## src/rtl/xosera_pkg.sv

```systemverilog
// rtl/xosera_pkg.sv - shared types for the copper memory arbiter
package xosera_pkg;
  typedef logic [15:0] word_t;

  typedef enum logic [1:0] {
    RD_IDLE,
    RD_DATA,
    RD_ACK
  } copmem_rd_state_t;

  localparam int COPMEM_STARVE_DEFAULT = 16;
endpackage

```

## src/rtl/copmem_arbiter_wr_arb.sv

```systemverilog
// rtl/copmem_arbiter_wr_arb.sv - 2-way round-robin copper memory write arbiter
module copmem_wr_arb
  import xosera_pkg::*;
#(
  parameter int AWIDTH = 10
) (
  input  logic              clk,
  input  logic              reset_i,
  input  logic              host_wr_req_i,
  input  logic [AWIDTH-1:0] host_wr_addr_i,
  input  word_t             host_wr_data_i,
  output logic              host_wr_ack_o,
  input  logic              dma_wr_req_i,
  input  logic [AWIDTH-1:0] dma_wr_addr_i,
  input  word_t             dma_wr_data_i,
  output logic              dma_wr_ack_o,
  output logic              mem_wr_en_o,
  output logic [AWIDTH-1:0] mem_wr_addr_o,
  output word_t             mem_wr_data_o
);
  logic host_elig, dma_elig, grant_host, grant_dma;
  logic last_dma;

  // a requester being acked this cycle still holds req; mask it to avoid a repeat write
  always_comb begin
    host_elig  = host_wr_req_i && !host_wr_ack_o;
    dma_elig   = dma_wr_req_i && !dma_wr_ack_o;
    grant_host = host_elig && (!dma_elig || last_dma);
    grant_dma  = dma_elig && !grant_host;
  end

  always_ff @(posedge clk or posedge reset_i) begin
    if (reset_i) begin
      mem_wr_en_o   <= 1'b0;
      mem_wr_addr_o <= '0;
      mem_wr_data_o <= '0;
      host_wr_ack_o <= 1'b0;
      dma_wr_ack_o  <= 1'b0;
      last_dma      <= 1'b1;
    end else begin
      mem_wr_en_o   <= grant_host || grant_dma;
      host_wr_ack_o <= grant_host;
      dma_wr_ack_o  <= grant_dma;
      if (grant_host) begin
        mem_wr_addr_o <= host_wr_addr_i;
        mem_wr_data_o <= host_wr_data_i;
        last_dma      <= 1'b0;
      end else if (grant_dma) begin
        mem_wr_addr_o <= dma_wr_addr_i;
        mem_wr_data_o <= dma_wr_data_i;
        last_dma      <= 1'b1;
      end
    end
  end
endmodule

```

## src/rtl/copmem_arbiter.sv

```systemverilog
// rtl/copmem_arbiter.sv - copper program memory arbiter (copper, host, DMA)
module copmem_arbiter
  import xosera_pkg::*;
#(
  parameter int AWIDTH       = 10,
  parameter int STARVE_LIMIT = COPMEM_STARVE_DEFAULT
) (
  input  logic              clk,
  input  logic              reset_i,
  input  logic              cop_rd_en_i,
  input  logic [AWIDTH-1:0] cop_rd_addr_i,
  output logic              cop_stall_o,
  input  logic              host_rd_req_i,
  input  logic [AWIDTH-1:0] host_rd_addr_i,
  output word_t             host_rd_data_o,
  output logic              host_rd_ack_o,
  input  logic              host_wr_req_i,
  input  logic [AWIDTH-1:0] host_wr_addr_i,
  input  word_t             host_wr_data_i,
  output logic              host_wr_ack_o,
  input  logic              dma_wr_req_i,
  input  logic [AWIDTH-1:0] dma_wr_addr_i,
  input  word_t             dma_wr_data_i,
  output logic              dma_wr_ack_o,
  output logic [AWIDTH-1:0] mem_rd_addr_o,
  input  word_t             mem_rd_data_i,
  output logic              mem_wr_en_o,
  output logic [AWIDTH-1:0] mem_wr_addr_o,
  output word_t             mem_wr_data_o
);
  copmem_rd_state_t rd_state, rd_next;
  logic [7:0]       starve_cnt;
  logic             host_grant, host_blocked;

  always_comb begin
    host_grant   = (rd_state == RD_IDLE) && host_rd_req_i && !cop_rd_en_i && !host_rd_ack_o;
    host_blocked = (rd_state == RD_IDLE) && host_rd_req_i && cop_rd_en_i;
  end

  always_ff @(posedge clk or posedge reset_i) begin
    if (reset_i) rd_state <= RD_IDLE;
    else         rd_state <= rd_next;
  end

  always_comb begin
    rd_next = rd_state;
    case (rd_state)
      RD_IDLE: if (host_grant) rd_next = RD_DATA;
      RD_DATA: rd_next = RD_ACK;
      RD_ACK:  rd_next = RD_IDLE;
      default: rd_next = RD_IDLE;
    endcase
  end

  // copper always owns the read port when fetching; the port reads as zero while in reset
  always_comb begin
    host_rd_ack_o = (rd_state == RD_ACK);
    mem_rd_addr_o = '0;
    if (!reset_i) mem_rd_addr_o = cop_rd_en_i ? cop_rd_addr_i : host_rd_addr_i;
  end

  always_ff @(posedge clk or posedge reset_i) begin
    if (reset_i)                  host_rd_data_o <= '0;
    else if (rd_state == RD_DATA) host_rd_data_o <= mem_rd_data_i;
  end

  // stall is raised on the same edge the count reaches the limit and held until the grant
  always_ff @(posedge clk or posedge reset_i) begin
    if (reset_i) begin
      starve_cnt  <= '0;
      cop_stall_o <= 1'b0;
    end else if (host_grant) begin
      starve_cnt  <= '0;
      cop_stall_o <= 1'b0;
    end else if (host_blocked) begin
      if (starve_cnt != 8'hFF) starve_cnt <= starve_cnt + 8'd1;
      if (({1'b0, starve_cnt} + 9'd1) >= 9'(STARVE_LIMIT)) cop_stall_o <= 1'b1;
    end
  end

  copmem_wr_arb #(.AWIDTH(AWIDTH)) u_wr_arb (
    .clk           (clk),
    .reset_i       (reset_i),
    .host_wr_req_i (host_wr_req_i),
    .host_wr_addr_i(host_wr_addr_i),
    .host_wr_data_i(host_wr_data_i),
    .host_wr_ack_o (host_wr_ack_o),
    .dma_wr_req_i  (dma_wr_req_i),
    .dma_wr_addr_i (dma_wr_addr_i),
    .dma_wr_data_i (dma_wr_data_i),
    .dma_wr_ack_o  (dma_wr_ack_o),
    .mem_wr_en_o   (mem_wr_en_o),
    .mem_wr_addr_o (mem_wr_addr_o),
    .mem_wr_data_o (mem_wr_data_o)
  );
endmodule

```

## config.mk

```make
export PLATFORM = sky130hd
export DESIGN_NAME = copmem_arbiter
export DESIGN_NICKNAME = d
export VERILOG_FILES = /design/src/rtl/xosera_pkg.sv /design/src/rtl/copmem_arbiter_wr_arb.sv /design/src/rtl/copmem_arbiter.sv
export SDC_FILE = /design/constraint.sdc
export NUM_CORES = 1
export LEC_CHECK = 0
export ABC_AREA = 1
export BUFFER_PORTS_ARGS = -buffer_cell sky130_fd_sc_hd__buf_2
export CORE_ASPECT_RATIO = 2
export CORE_UTILIZATION = 38
export CTS_BUF_LIST = sky130_fd_sc_hd__clkbuf_8
export DETAILED_ROUTE_END_ITERATION = 7
export PLACE_DENSITY = 0.68
export SYNTH_ARGS = -nofsm -noshare
export SYNTH_HDL_FRONTEND = slang
export SYNTH_HIERARCHICAL = 1
export SYNTH_SLANG_ARGS = --single-unit
export TNS_END_PERCENT = 5
```

## constraint.sdc

```tcl
create_clock -name clk -period 3.2 [get_ports clk]
set_input_delay 0.16 -clock clk [delete_from_list [all_inputs] [get_ports clk]]
set_output_delay 0.16 -clock clk [all_outputs]
set_load 0.01 [all_outputs]
```

# After elaboration in Yosys (flattened, before gate mapping)
# Cells that the tools add are included.
totals:
  reg_bits: 57
  in_bits: 94
  out_inout_bits: 57
  word_cells: 56
classes:
  add_sub_neg: 2
  n_lt_le_gt_ge: 1
  eq_ne: 4
  n_mux: 16
  reduce_logical: 23
op_table:
  columns: ["op", "n"]
  rows:
  - ["2-to-1 mux 10 bit", 4]
  - ["2-to-1 mux 16 bit", 2]
  - ["2-to-1 mux 8 bit", 3]
  - ["adder 8 x 1 -> 9 bit, second input constant", 1]
  - [">= comparator 9 x 5 -> 1 bit, second input constant", 1]
  - ["adder 8 x 1 -> 8 bit, second input constant", 1]
  - ["logical AND 1 bit", 8]
  - ["!= test 8 bit, second input constant", 1]
  - ["nonzero test 2 bit", 4]
  - ["zero test 1 bit", 6]
  - ["2-to-1 mux 1 bit", 5]
  - ["case mux 2 bit (2 select lines)", 1]
  - ["AND reduction 2 bit", 2]
  - ["equality test 2 x 1 -> 1 bit, second input constant", 1]
  - ["equality test 2 bit, second input constant", 1]
  - ["zero test 2 bit", 1]
  - ["logical OR 1 bit", 2]
  - ["2-to-1 mux 2 bit", 1]
  - ["!= test 2 bit, second input constant", 1]

# Longest topological paths before layout
logic_depth:
  depth_word: 9
  depth_mapped: 10
  depth_no_buf: 10

# Cells and area by module
# Netlist, hierarchy kept.
by_module_without_submodules:
  columns: ["mod", "instances", "cells_per_inst", "area_each_um2", "seq_area_each_um2"]
  rows:
  - ["copmem_wr_arb", 1, 158, 1732.9, 752.0]
  - ["copmem_arbiter", 1, 186, 1421.4, 675.6]

# Least setup slack after synthesis
# Ideal clock, no wire load.
synth_path:
  path_kind: "input to output"
  startpoint: "in reset_i"
  endpoint: "out mem_rd_addr_o[0]"
  t_arrival_ps: 1592
  t_required_ps: 3040
  setup_slack_ps: 1448
  stages: 4
  n_path_buf: 1
  path_cell_list: "inv_1 > clkbuf_1 > o21ai_0 > nor2_1"
synth_between:
  elab_chain_cells: 1
synth_lines:
  columns: ["element", "line_no", "rtl"]
  rows:
  - ["from (decl)", "copmem_arbiter.sv:9", "input logic reset_i,"]
  - ["2-to-1 mux 10 bit", "copmem_arbiter.sv:59", "if (!reset_i) mem_rd_addr_o = cop_rd_en_i ? cop_rd_addr_i : host_rd_addr_i;"]
  - ["to (decl)", "copmem_arbiter.sv:25", "output logic [AWIDTH-1:0] mem_rd_addr_o,"]
# Every way passes these cells.

# Worst setup path after layout
layout_path:
  startpoint: "in reset_i"
  endpoint: "out mem_rd_addr_o[1]"
# The elaborated chain is that of the path after synthesis.

==> flow_summary.toml <==
[setup_path]
cp_max_fo = 21
critPathLaunchType = "input port"
cp_data_required_time_ps = 3040
cp-end-kind = "primary output"
arrival_ps = 1700
worst-setup-path-type = "input port to primary output"

[logic_synthesis]
synth_edf_count = 0
synthTopCellsByArea = "dfrtp_1 44%, nand3_2 13%, nand2_1 8.9%"
synth-seq-cells = 57
yosysWarningCount = 6
synth-seq-area-share = 0.453
syn_inst = 344
synth_nets = 439
avgSynthCellArea_um2 = 9.17
syn-cell-area_um2 = 3150
synth.distinct_cells = 30
synth_flop_cell = "dfrtp_1"
yosysMostFrequentCell = "nand2_1"
synthArstFlopShare = 1.00
synth_top_cells_by_count = "75 x nand2_1, 56 x dfrtp_1, 48 x nand3_1"
synth_top_area_share = 0.444
post-synth-top-area-cell = "dfrtp_1"

[layout]
multi_input_area_um2 = 1480
antenna_cells = 0
regArea_um2 = 1430
drive_gt1_frac = 0.501
syn_to_final_growth_pct = 29.2
n_fill_cell = 749
fin_nets = 587
design_area_um2 = 4080

[hold_path]
hp-class = "input port to register"

[cts]
cts_tree = "built"
cts_resized = 0
cts.sinks = 57
clock-root-buffer = "clkbuf_8"
insertion_delay_ps = 330
htree_levels = 3
cts_buffers = 9
clk_path_buf_depth = 2
clk_pin_slew_ps = 70

[timing]
grt_setup_unrepaired = "no"
drv_slew = 0
tightest_slew_ps = 710
fin_crit_ps = 1860
slew-limit-headroom = 0.526
setup_viol = 0
max_clock_freq_ghz = 0.536
tns_ps = 0
hold_viol = 0
period_share = 0.583
final.setup_skew_ps = 9.97

[die]
boundaryPins = 151
rows = 46
die-area_um2 = 8690
die_w_um = 66.4
fp.coreArea_um2 = 8000
dieHeight_um = 131
initial_utilization = 0.394

[route]
drt_first_pass_iters = 4
drt-initial-drc-count = 139
vias = 2898
route.detailed.drc = 0
ant_nets = 0
drt-total-wl_um = 8040
post_drt_wl_per_cell_um = 13.6
routed_via_density = 4.89

[global_route]
grt_pass1_vias = 2900
grt_pass1_wl_um = 13200
track_usage = 0.201
grt_max_degree = 31
grt_overflow = 0
antenna_found_initial = 0

[place]
place_area_um2 = 3880
hpwl_um = 6130
port-buffer-count = 150
place.gp.congestion = 0.823

[pwr]
leakagePower_nw = 2.19
ir_drop_v = 0.000402
powerDensity_nw_per_um2 = 604

[run_status]
status = "completed"

[job]
maxCapViolCount = 0
per-layer routing:
metal	part of all wire	GRT usage	vias to the layer above
met5	0	0	-
met4	0.032	0.0989	0
met3	0.057	0.0512	18
met2	0.55	0.368	117
met1	0.37	0.204	1347
li1	-	-	1416
state kept, by name, summed over array words and instances (netlist names):
name                    cells
rd_state                    2
u_wr_arb/mem_wr_en_o        1
host_rd_data_o             16
u_wr_arb/last_dma           1
starve_cnt                  8
u_wr_arb/mem_wr_addr_o     10
u_wr_arb/host_wr_ack_o      1
cop_stall_o                 1
u_wr_arb/mem_wr_data_o     16
u_wr_arb/dma_wr_ack_o       1
cells by family (layout without fill, tap and decap cells):
logic type	Yosys count	in the layout	synth area share
buf+inv	39	192	0.0797
fa+ha+maj	1	1	0.00397
simple gates	223	223	0.407
compound gates	23	23	0.0539
xor+xnor	1	1	0.00278
flops	57	57	0.453
worst max-delay path, cell delays in order:
cell and delay [ps]:
dlygate4sd3_1 530, buf_2 130, inv_1 440, o21ai_0 200
nor2_1 110, buf_2 130
layout by cell type (no fill, tap or decap), drive strengths merged:
master / instances
a21oi: 3
a22oi: 1
a31oi: 1
buf: 152
bufinv: 1
clkbuf: 9
clkinv: 4
dfrtp: 56
dfstp: 1
dlygate4sd3: 1
ha: 1
inv: 25
nand2: 99
nand3: 91
nand4: 1
nor2: 32
o21ai: 18
xor2: 1
what timing repair did:
action / CTS / global route
setup buffers: 0 / 0
endpoints found under the hold margin: 39 / 0
hold buffers: 1 / 0
per-stage QoR:
step                      utilization  hold slack, ps  power, W  instances  setup slack, ps
after floorplan                     -             249   0.00158        344             1450
after CTS                       0.509            8.67   0.00250        593             1280
after global routing            0.509            24.6   0.00263        593             1090
final                           0.509            31.6   0.00246        593             1340
after detailed placement        0.486             267   0.00186        576             1400
after global placement          0.486             262   0.00184        576             1440
path summary, 6_finish.rpt:
kind                                    start  cells after the start  slack [ps]                 end
min reg2reg                host_rd_data_o[11]                      2         470  host_rd_data_o[11]
min                         mem_rd_data_i[11]                      3          30  host_rd_data_o[11]
min in group asynchronous             reset_i                      3         460       starve_cnt[5]
max reg2reg                       rd_state[1]                      4        1420   host_rd_data_o[3]
max in group asynchronous             reset_i                      4        2070   host_rd_data_o[0]
max                                   reset_i                      6        1340    mem_rd_addr_o[1]
layout make-up:
type	instances	share of cell area
multi-input cells	248	0.362
flip-flops and latches	57	0.350
repair buffers	153	0.190
clock buffers	9	0.0304
well taps	96	0.0295
inverters	23	0.0236
clock inverters	7	0.0138
power by group:
part | leakage, nW | internal (W) | total, W | switching [W]
sequential | 0.698 | 0.000900 | 0.00102 | 0.000122
clock | 0.107 | 0.000347 | 0.000620 | 0.000273
combinational | 1.39 | 0.000325 | 0.000818 | 0.000493
Note: power is estimated with default switching activity, not from simulation.
